## src/rtl/sipo_stream.sv

```systemverilog
// Serial-in/parallel-out packer: gathers WIDTH-bit beats into a word of up to MAX_NUM lanes,
// with a run-time beat count, early close on s_last and valid/ready flow control on both sides.
module sipo_stream #(
  parameter int unsigned WIDTH     = 8,
  parameter int unsigned MAX_NUM   = 4,
  parameter bit          MSB_FIRST = 1'b0,
  localparam int unsigned NW       = $clog2(MAX_NUM + 1)
) (
  input  logic                     clk,
  input  logic                     rstn,
  input  logic [NW-1:0]            cfg_num,
  input  logic [WIDTH-1:0]         s_data,
  input  logic                     s_valid,
  input  logic                     s_last,
  output logic                     s_ready,
  output logic [WIDTH*MAX_NUM-1:0] m_data,
  output logic                     m_valid,
  input  logic                     m_ready,
  output logic [NW-1:0]            m_count,
  output logic                     m_last
);

  localparam int unsigned DW = WIDTH * MAX_NUM;
  localparam logic [NW-1:0] MaxCnt = NW'(MAX_NUM);

  logic [DW-1:0] acc_data_q;
  logic [NW-1:0] acc_cnt_q;
  logic [NW-1:0] num_q;
  logic [DW-1:0] m_data_q;
  logic          m_valid_q;
  logic [NW-1:0] m_count_q;
  logic          m_last_q;

  logic [DW-1:0] merged;
  logic [NW-1:0] cfg_eff;
  logic [NW-1:0] num;
  logic [NW-1:0] cnt_inc;
  logic [NW-1:0] lane;
  logic          accept;
  logic          complete;

  // Input only stalls while a finished word is waiting on the consumer.
  assign s_ready = rstn && !(m_valid_q && !m_ready);
  assign accept  = s_valid && s_ready;

  always_comb begin
    cfg_eff  = ((cfg_num == '0) || (cfg_num > MaxCnt)) ? MaxCnt : cfg_num;
    num      = (acc_cnt_q == '0) ? cfg_eff : num_q;
    cnt_inc  = acc_cnt_q + NW'(1);
    lane     = MSB_FIRST ? (MaxCnt - NW'(1) - acc_cnt_q) : acc_cnt_q;
    complete = accept && ((cnt_inc == num) || s_last);
    merged   = acc_data_q;
    for (int unsigned i = 0; i < MAX_NUM; i++) begin
      if (lane == NW'(i)) begin
        merged[i*WIDTH +: WIDTH] = s_data;
      end
    end
  end

  always_ff @(posedge clk) begin
    if (!rstn) begin
      acc_data_q <= '0;
      acc_cnt_q  <= '0;
      num_q      <= MaxCnt;
      m_data_q   <= '0;
      m_valid_q  <= 1'b0;
      m_count_q  <= '0;
      m_last_q   <= 1'b0;
    end else begin
      if (accept && (acc_cnt_q == '0)) begin
        num_q <= cfg_eff;
      end
      if (complete) begin
        m_data_q   <= merged;
        m_count_q  <= cnt_inc;
        m_last_q   <= s_last;
        m_valid_q  <= 1'b1;
        acc_data_q <= '0;
        acc_cnt_q  <= '0;
      end else begin
        if (accept) begin
          acc_data_q <= merged;
          acc_cnt_q  <= cnt_inc;
        end
        // m_data is left untouched after the take; only valid drops.
        if (m_valid_q && m_ready) begin
          m_valid_q <= 1'b0;
        end
      end
    end
  end

  assign m_data  = m_data_q;
  assign m_valid = m_valid_q;
  assign m_count = m_count_q;
  assign m_last  = m_last_q;

endmodule

```

## config.mk

```make
export PLATFORM = sky130hd
export DESIGN_NAME = sipo_stream
export DESIGN_NICKNAME = d
export VERILOG_FILES = /design/src/rtl/sipo_stream.sv
export SDC_FILE = /design/constraint.sdc
export NUM_CORES = 1
export LEC_CHECK = 0
export ABC_AREA = 1
export CAP_MARGIN = 20
export CORE_ASPECT_RATIO = 1.2
export CORE_MARGIN = 1.5
export CORE_UTILIZATION = 53
export DETAILED_ROUTE_END_ITERATION = 8
export PLACE_DENSITY = 0.79
export REMOVE_ABC_BUFFERS = 1
export SLEW_MARGIN = 5
export SYNTH_ARGS = -nofsm -noshare
export SYNTH_HDL_FRONTEND = slang
export SYNTH_SLANG_ARGS = --single-unit
```

## constraint.sdc

```tcl
create_clock -name clk -period 2.7 [get_ports clk]
set_input_delay 0.54 -clock clk [delete_from_list [all_inputs] [get_ports clk]]
set_output_delay 0.54 -clock clk [all_outputs]
set_load 0.01 [all_outputs]
```

Yosys cells after proc, flatten, opt, wreduce, memory -nomap -nowiden
Cells that the tools add are included.

cells by class
  $add $sub $neg = 1
  multipliers = 0
  div/mod/pow operators = 0
  order comparisons = 1
  equal/unequal tests = 4
  shift operators = 0
  muxes and demuxes = 8
  bitwise gates (word level) = 1
  reduce and logical (&&, ||, !) cells = 14

operators with widths
  cell                                                                    count
  8-bit 2-to-1 mux                                                        4
  3-bit by 2-bit equality test with 1-bit output (second input constant)  2
  1-bit logical AND                                                       6
  3-bit zero test                                                         2
  3-bit 2-to-1 mux                                                        2
  3-bit by 1-bit adder with 3-bit output (second input constant)          1
  3-bit by 1-bit equality test with 1-bit output (second input constant)  1
  3-bit equality test                                                     1
  3-bit > comparator (second input constant)                              1
  1-bit zero test                                                         2
  1-bit logical OR                                                        2
  1-bit 2-to-1 mux                                                        2
  2-bit nonzero test                                                      1
  2-bit OR reduction                                                      1
  1-bit inverter                                                          1

storage, ports and cells
  register bits = 75
  latch bits = 0
  RAM bits = 0
  ROM bits = 0
  input bits = 16
  output and inout port bits = 38
  logic and storage cells = 36
  memories kept = 0

Logic depth before layout (Yosys ltp)
Gate-level depths: netlist of run 1.

  depth in word-level cells = 8
  gate-level depth with buffers = 15
  gate-level depth less buffers = 13

Least setup slack after synthesis of run 1
Ideal clock, no wire load.

  kind = input -> register
  from = input port cfg_num[0]
  to = register m_data_q[30] (netlist: m_data[30])
  setup time = 113 ps
  arrival = 2058 ps
  data required time = 2587 ps
  path slack = 529 ps
  stages = 14
  path buffers = 2
  path through = or2_2 > ha_1 > inv_1 > nand2_1 > nand2_1 > nand2_1 > nand2_1 > nand3_1 > o21bai_4 > buf_6 > buf_6 > nand2_1 > nand2_1 > nor2_1

between the ends
  word-level cells in the longest chain between the ends = 7
  elaborated cells between the ends (all ways) = 8
  classes of those cells = order compare: 1; eq/ne: 1; mux: 2; reduce/logical: 4

ends and longest elaborated chain
  what                                                          line  source
  start, declared                                               11    input logic [NW-1:0] cfg_num,
  3-bit > comparator / 3-bit zero test (equally long branches)  47    cfg_eff = ((cfg_num == '0) || (cfg_num > MaxCnt)) ? MaxCnt : cfg_num;
  1-bit logical OR                                              47
  3-bit 2-to-1 mux (*)                                          47
  3-bit 2-to-1 mux (*)                                          48    num = (acc_cnt_q == '0) ? cfg_eff : num_q;
  3-bit equality test (*)                                       51    complete = accept && ((cnt_inc == num) || s_last);
  1-bit logical OR (*)                                          51
  1-bit logical AND (*)                                         51
  end signal, assigned                                          74    m_data_q <= merged;
  end, declared                                                 29    logic [DW-1:0] m_data_q;

Every way passes the cells marked *; elsewhere a longest branch is shown, timed or not.
A chain may end at the register's enable or synchronous reset.

Worst setup path in the final report of run 1
Same ends and word-level chain as after synthesis.

==> results.py, run 1 <==
metrics = {
    "floorplanning": {
        "dieWidth_um": 75.4,
        "dieArea_um2": 6780,
        "fp.dieH_um": 89.9,
        "core_area_um2": 6050,
        "ioPinCount": 54,
        "start_util": 0.551,
        "placementRows": 31,
    },
    "hold_path": {
        "worstHoldStart": "m_data[5]$_SDFFE_PN0P_",
        "hold_class": "reg2reg",
        "hold_depth": 2,
        "hold_path_end": "m_data[5]$_SDFFE_PN0P_",
    },
    "worst_setup_path": {
        "crit_path_max_incr_delay_ns": 0.41,
        "cp_cell_sequence": "clkdlybuf4s50_1 -> or2_2 -> ha_1 -> inv_1 -> nand2_1 -> nand2_1 -> nand2_1 -> nand2_1 -> nand3_1 -> o21bai_4 -> buf_12 -> nand2_1 -> nand2_1 -> nor2_1",
        "crit_path_max_fanout": 37,
        "reg2reg_to": "m_data[30]$_SDFFE_PN0P_",
        "crit_path_end_kind": "flip-flop",
        "critical_path_arrival_ns": 2.64,
        "r2r-start": "acc_cnt_q[0]$_SDFFE_PP0P_",
        "cp_slowest_cell": "clkdlybuf4s50_1",
        "cp_num_cells": 14,
        "path_common_cell": "nand2_1",
        "critPathRequiredTime_ns": 2.94,
        "reg2reg_slack_ns": 0.50,
        "critical_path_buf_inv_count": 3,
        "cp-start-kind": "input port",
        "cpLargestDelayFamily": "simple AND/OR/NAND/NOR gates",
        "critPathKind": "in2reg",
        "rr_worst_depth": 13,
    },
    "synth": {
        "avgSynthCellArea_um2": 6.86,
        "ys_seq_elements": 75,
        "syn_area_um2": 3330,
        "synth_ff_type": "dfxtp_1",
        "synthXorXnorAreaFrac": 0.00263,
        "ys_seq_area_frac": 0.450,
        "synthDistinctLibCells": 24,
        "ys_async_sr_fraction": 0,
        "synth.area.mux_share": 0.0180,
        "yosys.area_share.simple": 0.290,
        "synth_top_family_by_area": "simple AND/OR/NAND/NOR gates",
        "synthAdderAreaFrac": 0.0225,
        "synthCells": 486,
        "synth-edff-count": 0,
        "yosys_warnings": 0,
        "synth_compound_area_frac": 0.108,
    },
    "clock_network": {
        "cts_tree": "done",
        "post_cts_buffers": 0,
        "holdBufCountCts": 0,
        "clk_pin_slew_worst_paths_ns": 0.08,
        "insertion_delay_ns": 0.34,
        "cts_made_buffers": 9,
        "clock_sinks": 75,
        "htree_levels": 3,
        "clock_path_buffers": 2,
        "cts_root_buf": "clkbuf_8",
        "post_cts_resized": 0,
    },
    "sta": {
        "maxSlewViolCount": 0,
        "fmax_ghz": 0.416,
        "whs_ns": 0.445,
        "fin_skew_ns": 0.00990,
        "tightestPinTransition_ns": 0.573,
        "setup_viol": 0,
        "rsz0062_at_grt": "no",
        "slew_headroom": 0.617,
        "min_period_over_period": 0.890,
        "final_hold_viol_count": 0,
        "fin_crit_ns": 2.40,
        "worst_slack_ns": 0.297,
    },
    "global_route": {
        "grt.total_usage": 0.223,
        "antenna_found_initial": 0,
        "grt_overflow": 0,
        "grt_pass1_wl_um": 11800,
        "grt_start_max_net_pins": 70,
        "grt_pass1_vias": 2890,
    },
    "cells_and_area": {
        "drive_above_1_share": 0.0776,
        "area_growth_pct": 25.5,
        "nets": 558,
        "diodes": 0,
        "fin_area_um2": 4180,
    },
    "place": {
        "portBuffers": 53,
        "hpwl_um": 4420,
        "place_ws_ns": -0.0159,
        "place.gp.congestion": 0.800,
        "place_area_um2": 3960,
    },
    "detailed_routing": {
        "avgViaCountPerCell": 4.80,
        "drt_first_pass_iters": 4,
        "wl_um": 6770,
        "drtIter0Drc": 190,
        "antenna_left": 0,
        "drc_errors": 0,
        "vias": 2988,
        "wl_per_cell_um": 10.9,
    },
    "power_and_ir_drop": {
        "ir_drop_mv": 0.403,
        "p_total_mw": 2.57,
        "p_leak_nw": 1.98,
        "powerDensity_nw_per_um2": 614,
    },
    "run": {
        "drv_cap": 0,
    },
    "outcome": {
        "outcome": "completed",
    },
}
==> per-layer routing <==
metal  track usage  part of all wire  up-vias
li1              -                 -     1576
met1         0.251              0.45     1338
met2         0.380              0.48       62
met3        0.0661             0.044       12
met4        0.0893             0.019        0
met5             0                 0        -
==> area by class of cell <==
| cell class | count | area, um2 |
|---|---|---|
| fill | 521 | 1870 |
| sequential | 75 | 1500 |
| multi-input combinational | 325 | 1470 |
| timing repair buffer | 61 | 641 |
| inverter | 64 | 240 |
| clock buffer | 10 | 138 |
| tap | 82 | 103 |
| clock inverter | 6 | 88.8 |
==> flip-flops by register name, summed over array words and instances, names as in the netlist <==
signal / flops
acc_data_q: 32
m_data: 32
acc_cnt_q: 3
m_count: 3
num_q: 3
m_last: 1
m_valid: 1
==> cell families (layout without fill, tap and decap cells) <==
group	Yosys count	in the layout
muxes	6	6
buffers and inverters	86	141
DFF	75	75
and+or+nand+nor	244	244
xor gates and xnor gates	1	1
AOI/OAI and AO/OA	68	68
adders and majority gates	6	6
==> how the worst max path moves through the flow <==
stage | start | end | slack [ns]
2_1_floorplan | cfg_num[0] | acc_cnt_q[0]$_SDFFE_PP0P_ | -0.18
3_3_place_gp | cfg_num[0] | m_data[24]$_SDFFE_PN0P_ | 0.03
3_5_place_dp | cfg_num[0] | m_count[1]$_SDFFE_PN0P_ | -0.02
4_1_cts | cfg_num[0] | m_data[30]$_SDFFE_PN0P_ | 0.31
5_1_grt | cfg_num[0] | m_data[30]$_SDFFE_PN0P_ | 0.13
6_report | cfg_num[0] | m_data[30]$_SDFFE_PN0P_ | 0.30
==> cells in the mapped netlist (3+ instances only) <==
cell type | instances | area, um2
buf_6 | 3 | 33.8
nand3_1 | 3 | 15.0
inv_2 | 4 | 15.0
inv_1 | 60 | 225
o21ai_0 | 29 | 145
ha_1 | 6 | 75.1
dfxtp_1 | 75 | 1500
buf_2 | 6 | 30.0
nand2_1 | 135 | 507
clkbuf_1 | 11 | 41.3
nor2_1 | 92 | 345
or2_2 | 9 | 56.3
mux2i_1 | 6 | 60.1
a21oi_1 | 34 | 170
==> worst min-delay path, cell delays in order (launching register included) <==
cell and delay [ns]:
dfxtp_1 0.31, nand2_1 0.06, nand2_1 0.04
==> power by group <==
group,switching (mW),leakage [nW],internal [mW]
clock network,0.416,0.108,0.545
registers,0.0272,0.609,1.16
logic,0.234,1.27,0.187
total,0.677,1.98,1.89
==> cells in the final DEF, fill, tap and decap left out, types with 2 or more instances in the layout <==
cell type        instances
nand2_1                135
nor2_1                  92
dfxtp_1                 75
inv_1                   60
clkdlybuf4s50_1         53
a21oi_1                 34
o21ai_0                 29
clkbuf_8                10
or2_2                    9
mux2i_1                  6
ha_1                     6
inv_2                    4
buf_12                   4
buf_4                    4
nand3_1                  3
nor2_4                   2
a211oi_1                 2
clkinvlp_4               2
bufinv_16                2
==> metrics by stage <==
stage          utilization  TNS [ns]  std cells
2_1_floorplan            -     -6.20        464
3_3_place_gp         0.654         0        607
3_5_place_dp         0.654   -0.0553        607
4_1_cts              0.691         0        623
5_1_grt              0.691         0        623
6_report             0.691         0        623
No activity file was read; power rests on OpenSTA's default activity.
==> run 2: changes to the inputs <==
--- a/config.mk
+++ b/config.mk
@@ -12,6 +12,7 @@
 export CORE_UTILIZATION = 53
 export DETAILED_ROUTE_END_ITERATION = 8
 export PLACE_DENSITY = 0.79
+export RECOVER_POWER = 100
 export REMOVE_ABC_BUFFERS = 1
 export SLEW_MARGIN = 5
 export SYNTH_ARGS = -nofsm -noshare
==> run 2 against run 1 <==
  * Cell count unchanged
  * Die area unchanged
  * First-iteration DRC count down 9.5%
  * Clock skew about the same
  * Maximum frequency about the same
  * Sequential share of layout area up 0.15 points
  * Clock-buffer cell count unchanged
  * Largest cell class unchanged
  * Highest routed layer unchanged
==> results.py, run 2 (same netlist as run 1, synthesis figures left out) <==
metrics = {
    "outcome": {
        "outcome": "completed",
    },
    "clock_network": {
        "cts_root_buf": "clkbuf_8",
        "clock_sinks": 75,
        "htree_levels": 3,
        "cts_made_buffers": 9,
        "insertion_delay_ns": 0.35,
        "holdBufCountCts": 0,
        "clk_pin_slew_worst_paths_ns": 0.08,
        "post_cts_resized": 0,
        "post_cts_buffers": 0,
        "clock_path_buffers": 2,
        "cts_tree": "done",
    },
    "cells_and_area": {
        "most-common-layout-cells": "nand2_1, nor2_1, dfxtp_1",
        "fillCellCount": 525,
        "final_common_cell": "nand2_1",
        "multi_input_area_um2": 1470,
        "diodes": 0,
        "drive_above_1_share": 0.0721,
        "regArea_um2": 1500,
        "area_growth_pct": 25.0,
        "fin_area_um2": 4170,
        "nets": 558,
        "fin_util": 0.688,
    },
    "floorplanning": {
        "ioPinCount": 54,
        "placementRows": 31,
        "fp.dieH_um": 89.9,
        "core_area_um2": 6050,
        "start_util": 0.551,
        "dieWidth_um": 75.4,
        "dieArea_um2": 6780,
    },
    "worst_setup_path": {
        "cp-start-kind": "input port",
        "critical_path_buf_inv_count": 4,
        "critPathRequiredTime_ns": 2.93,
        "cp_slowest_cell": "clkdlybuf4s50_1",
        "cpLargestDelayFamily": "buffers and inverters",
        "crit_path_max_incr_delay_ns": 0.41,
        "crit_path_end_kind": "flip-flop",
        "cp_cell_sequence": "clkdlybuf4s50_1 -> or2_2 -> ha_1 -> inv_1 -> nand2_1 -> nand2_1 -> nand2_1 -> nand2_1 -> nand3_1 -> o21bai_4 -> nor2_4 -> inv_1 -> buf_12 -> nor2_1",
        "critPathKind": "in2reg",
        "crit_path_max_fanout": 19,
        "critical_path_arrival_ns": 2.64,
        "path_common_cell": "nand2_1",
    },
    "detailed_routing": {
        "vias": 2995,
        "drtIter0Drc": 172,
        "drc_errors": 0,
        "wl_per_cell_um": 10.8,
        "wl_um": 6750,
        "avgViaCountPerCell": 4.81,
        "antenna_left": 0,
        "drt_first_pass_iters": 4,
    },
    "sta": {
        "maxSlewViolCount": 0,
        "fin_skew_ns": 0.0100,
        "final_hold_viol_count": 0,
        "whs_ns": 0.441,
        "fin_crit_ns": 2.40,
        "tightestPinTransition_ns": 0.693,
        "setup_viol": 0,
        "rsz0062_at_grt": "no",
        "fmax_ghz": 0.416,
        "slew_headroom": 0.538,
        "fin_setup_tns_ns": 0,
        "min_period_over_period": 0.891,
    },
    "place": {
        "place_area_um2": 3960,
        "place.gp.congestion": 0.800,
        "portBuffers": 53,
        "hpwl_um": 4420,
    },
    "global_route": {
        "grt_pass1_vias": 2890,
        "grt_start_max_net_pins": 70,
        "grt_pass1_wl_um": 11800,
        "grt.total_usage": 0.223,
        "grt_overflow": 0,
        "antenna_found_initial": 0,
    },
    "power_and_ir_drop": {
        "p_total_mw": 2.55,
        "powerDensity_nw_per_um2": 612,
        "p_leak_nw": 2.09,
        "ir_drop_mv": 0.401,
    },
    "run": {
        "drv_cap": 0,
    },
    "hold_path": {
        "hold_class": "reg2reg",
    },
}
-- run 2: changes by cell type in the layout (fill, tap and decap cells not counted) --
| cell | change |
|---|---|
| clkinv_1 | +1 |
| clkbuf_4 | +1 |
| clkdlybuf4s50_1 | -38 |
| nor2_2 | -1 |
| inv_2 | -2 |
| dlygate4sd3_1 | +38 |
| nor2_1 | +1 |
| buf_12 | -1 |
| buf_4 | -1 |
| clkbuf_2 | +1 |
| inv_1 | +1 |
-- run 2: layer usage --
layer	track usage	vias up	share of wire	routed length, um
met4	0.0893	0	0.021	140
met5	0	-	0	0
li1	-	1579	-	-
met3	0.0661	14	0.043	291
met1	0.251	1344	0.45	3030
met2	0.380	58	0.49	3280
-- run 2: area by class of cell --
cell class / instances / area share
inverters: 64 / 0.0577
well taps: 82 / 0.0246
clock buffers: 10 / 0.0330
multi-input cells: 325 / 0.353
clock inverters: 6 / 0.0213
flip-flops and latches: 75 / 0.360
repair buffers: 61 / 0.150
-- run 2: path summary, 6_finish.rpt --
kind                              from                          end  slack [ns]  cells past startpoint
max                         cfg_num[0]  acc_data_q[27]$_SDFFE_PP0P_        0.30                     14
min             m_data[9]$_SDFFE_PN0P_       m_data[9]$_SDFFE_PN0P_        0.44                      2
max reg2reg  acc_cnt_q[0]$_SDFFE_PP0P_  acc_data_q[27]$_SDFFE_PP0P_        0.47                     13
min reg2reg     m_data[9]$_SDFFE_PN0P_       m_data[9]$_SDFFE_PN0P_        0.44                      2
-- run 2: through the flow --
step / setup slack, ns / cells
2_1_floorplan: -0.177 / 464
3_3_place_gp: 0.0339 / 607
3_5_place_dp: -0.0159 / 607
4_1_cts: 0.307 / 623
5_1_grt: 0.0766 / 623
6_report: 0.296 / 623
-- run 2: worst register-to-register path, cell delays in order, from the launching register on --
cell and delay [ns]:
dfxtp_1 0.41, inv_1 0.14, ha_1 0.26, nand2_2 0.25, nand2_1 0.10, nand2_1 0.11, nand2_1 0.06, nand2_1 0.07
nand2_1 0.09, o21bai_4 0.20, nor2_4 0.06, inv_1 0.15, buf_12 0.18, nor2_1 0.05
-- run 2: where the power goes --
| group | switching (mW) | internal [mW] |
|---|---|---|
| Clock | 0.418 | 0.545 |
| Sequential | 0.0254 | 1.16 |
| Combinational | 0.233 | 0.170 |
==> run 3: changes to the inputs <==
--- a/config.mk
+++ b/config.mk
@@ -6,14 +6,15 @@
 export NUM_CORES = 1
 export LEC_CHECK = 0
 export ABC_AREA = 1
-export CAP_MARGIN = 20
+export CAP_MARGIN = 40
 export CORE_ASPECT_RATIO = 1.2
-export CORE_MARGIN = 1.5
+export CORE_MARGIN = 1
 export CORE_UTILIZATION = 53
 export DETAILED_ROUTE_END_ITERATION = 8
 export PLACE_DENSITY = 0.79
 export RECOVER_POWER = 100
 export REMOVE_ABC_BUFFERS = 1
+export SKIP_CTS_REPAIR_TIMING = 1
 export SLEW_MARGIN = 5
 export SYNTH_ARGS = -nofsm -noshare
 export SYNTH_HDL_FRONTEND = slang
==> run 3 against run 2 <==
  * Clock power shrank 9.3%
  * Final area shrank 0.33%
  * Utilization down 0.23 points
  * Register-to-register slack barely moved
  * Critical path depth unchanged
  * Sequential share of layout area rose by 0.12 points
  * Clock-buffer cell count stayed put
  * Wire length grew 4.8%
  * Combinational power is 2% higher
  * Critical path type unchanged
  * Largest cell class unchanged
  * Highest routed layer unchanged
==> results.py, run 3 (same netlist as run 1, synthesis figures left out) <==
metrics = {
    "cells_and_area": {
        "most-common-layout-cells": "nand2_1, nor2_1, dfxtp_1",
        "multi_input_area_um2": 1470,
        "final_common_cell": "nand2_1",
        "nets": 558,
        "fillCellCount": 542,
        "regArea_um2": 1500,
        "area_growth_pct": 24.5,
        "drive_above_1_share": 0.0758,
        "diodes": 0,
        "fin_area_um2": 4150,
        "stdcell_count": 623,
        "fin_util": 0.686,
    },
    "worst_setup_path": {
        "critPathKind": "in2reg",
        "critical_path_buf_inv_count": 3,
        "cp_cell_sequence": "clkdlybuf4s50_1 -> or2_2 -> ha_1 -> inv_1 -> nand2_1 -> nand2_1 -> nand2_1 -> nand2_1 -> nand3_1 -> o21bai_4 -> nor2_4 -> buf_2 -> nand2_1 -> nand2_1",
        "r2r-start": "acc_cnt_q[0]$_SDFFE_PP0P_",
        "path_common_cell": "nand2_1",
        "cpLargestDelayFamily": "simple AND/OR/NAND/NOR gates",
        "cp-start-kind": "input port",
        "crit_path_end_kind": "flip-flop",
        "rr_worst_depth": 14,
        "reg2reg_to": "m_data[31]$_SDFFE_PN0P_",
        "crit_path_max_fanout": 17,
        "critical_path_arrival_ns": 2.68,
        "crit_path_max_incr_delay_ns": 0.41,
        "critPathRequiredTime_ns": 2.94,
        "cp_slowest_cell": "clkdlybuf4s50_1",
        "reg2reg_slack_ns": 0.46,
    },
    "floorplanning": {
        "core_area_um2": 6050,
        "start_util": 0.551,
        "placementRows": 31,
        "ioPinCount": 54,
        "dieArea_um2": 6610,
        "dieWidth_um": 74.4,
        "fp.dieH_um": 88.9,
    },
    "detailed_routing": {
        "vias": 3004,
        "wl_per_cell_um": 11.3,
        "antenna_left": 0,
        "avgViaCountPerCell": 4.82,
        "drt_first_pass_iters": 4,
        "wl_um": 7070,
        "drc_errors": 0,
        "drtIter0Drc": 197,
    },
    "sta": {
        "slew_headroom": 0.534,
        "rsz0062_at_grt": "no",
        "fmax_ghz": 0.410,
        "fin_crit_ns": 2.44,
        "final_hold_viol_count": 0,
        "min_period_over_period": 0.902,
        "tightestPinTransition_ns": 0.699,
        "fin_setup_tns_ns": 0,
        "maxSlewViolCount": 0,
        "worst_slack_ns": 0.263,
        "fin_skew_ns": 0.00619,
        "setup_viol": 0,
    },
    "hold_path": {
        "hold_path_end": "m_data[14]$_SDFFE_PN0P_",
        "hold_depth": 2,
        "worstHoldStart": "m_data[14]$_SDFFE_PN0P_",
        "hold_class": "reg2reg",
    },
    "place": {
        "place_ws_ns": -0.0687,
        "hpwl_um": 4780,
        "dp_cells": 607,
        "place_area_um2": 3970,
        "portBuffers": 53,
        "place.gp.congestion": 0.836,
    },
    "global_route": {
        "grt.total_usage": 0.226,
        "antenna_found_initial": 0,
        "grt_overflow": 0,
        "grt_pass1_wl_um": 11500,
        "grt_pass1_vias": 2701,
        "grt_start_max_net_pins": 70,
    },
    "power_and_ir_drop": {
        "p_clk_frac": 0.354,
        "p_int_mw": 1.78,
        "p_leak_nw": 2.08,
        "powerDensity_nw_per_um2": 594,
        "power_switching_uw": 686,
        "p_comb_frac": 0.166,
        "seqPwrFrac": 0.480,
        "p_sw_frac": 0.278,
        "ir_drop_mv": 0.410,
    },
    "run": {
        "drv_cap": 0,
    },
    "clock_network": {
        "clock_path_buffers": 2,
        "insertion_delay_ns": 0.34,
        "cts_tree": "done",
        "cts_root_buf": "clkbuf_8",
        "cts_made_buffers": 9,
        "clock_sinks": 75,
        "clk_pin_slew_worst_paths_ns": 0.08,
        "htree_levels": 3,
    },
    "outcome": {
        "outcome": "completed",
    },
}
run 3: cell type report:
type	count	share of cell area
flip-flops and latches	75	0.362
multi-input cells	325	0.354
repair buffers	61	0.153
inverters	64	0.0579
clock buffers	10	0.0332
well taps	82	0.0247
clock inverters	6	0.0157
run 3: tightest hold or removal path, stage by stage (launching register included):
cell and delay [ns]:
dfxtp_1 0.31, nand2_1 0.05, nand2_1 0.04
run 3: worst max-delay path by stage:
stage	cells after the start	from	to	slack, ns
after global routing	14	cfg_num[0]	m_data[6]$_SDFFE_PN0P_	0.05
after CTS	14	cfg_num[0]	m_data[31]$_SDFFE_PN0P_	0.29
after global placement	14	cfg_num[0]	m_data[30]$_SDFFE_PN0P_	0.01
after floorplan	12	cfg_num[0]	acc_cnt_q[0]$_SDFFE_PP0P_	-0.18
after detailed placement	14	cfg_num[0]	m_data[31]$_SDFFE_PN0P_	-0.07
final	14	cfg_num[0]	m_data[31]$_SDFFE_PN0P_	0.26
run 3: power by group through the flow:
stage          clock (mW)  combinational, mW  sequential, mW
6_report            0.873              0.409            1.19
5_1_grt             0.934              0.462            1.19
4_1_cts             0.885              0.430            1.19
3_5_place_dp            0              0.427            1.21
3_3_place_gp            0              0.416            1.21
2_1_floorplan           0              0.217            1.23
run 3: metal layers:
layer  wire, um  global-route usage  part of all wire  vias to the layer above
met1       3050               0.252              0.43                     1355
met4        151              0.0909             0.021                        0
met5          0                   0                 0                        -
li1           -                   -                 -                     1574
met2       3580               0.409              0.51                       63
met3        285              0.0524             0.040                       12
run 3: metrics by stage:
stage | total power [mW] | hold slack, ns
after floorplan | 1.44 | 0.462
after global placement | 1.63 | 0.428
after detailed placement | 1.64 | 0.431
after CTS | 2.50 | 0.448
after global routing | 2.59 | 0.461
final | 2.47 | 0.444
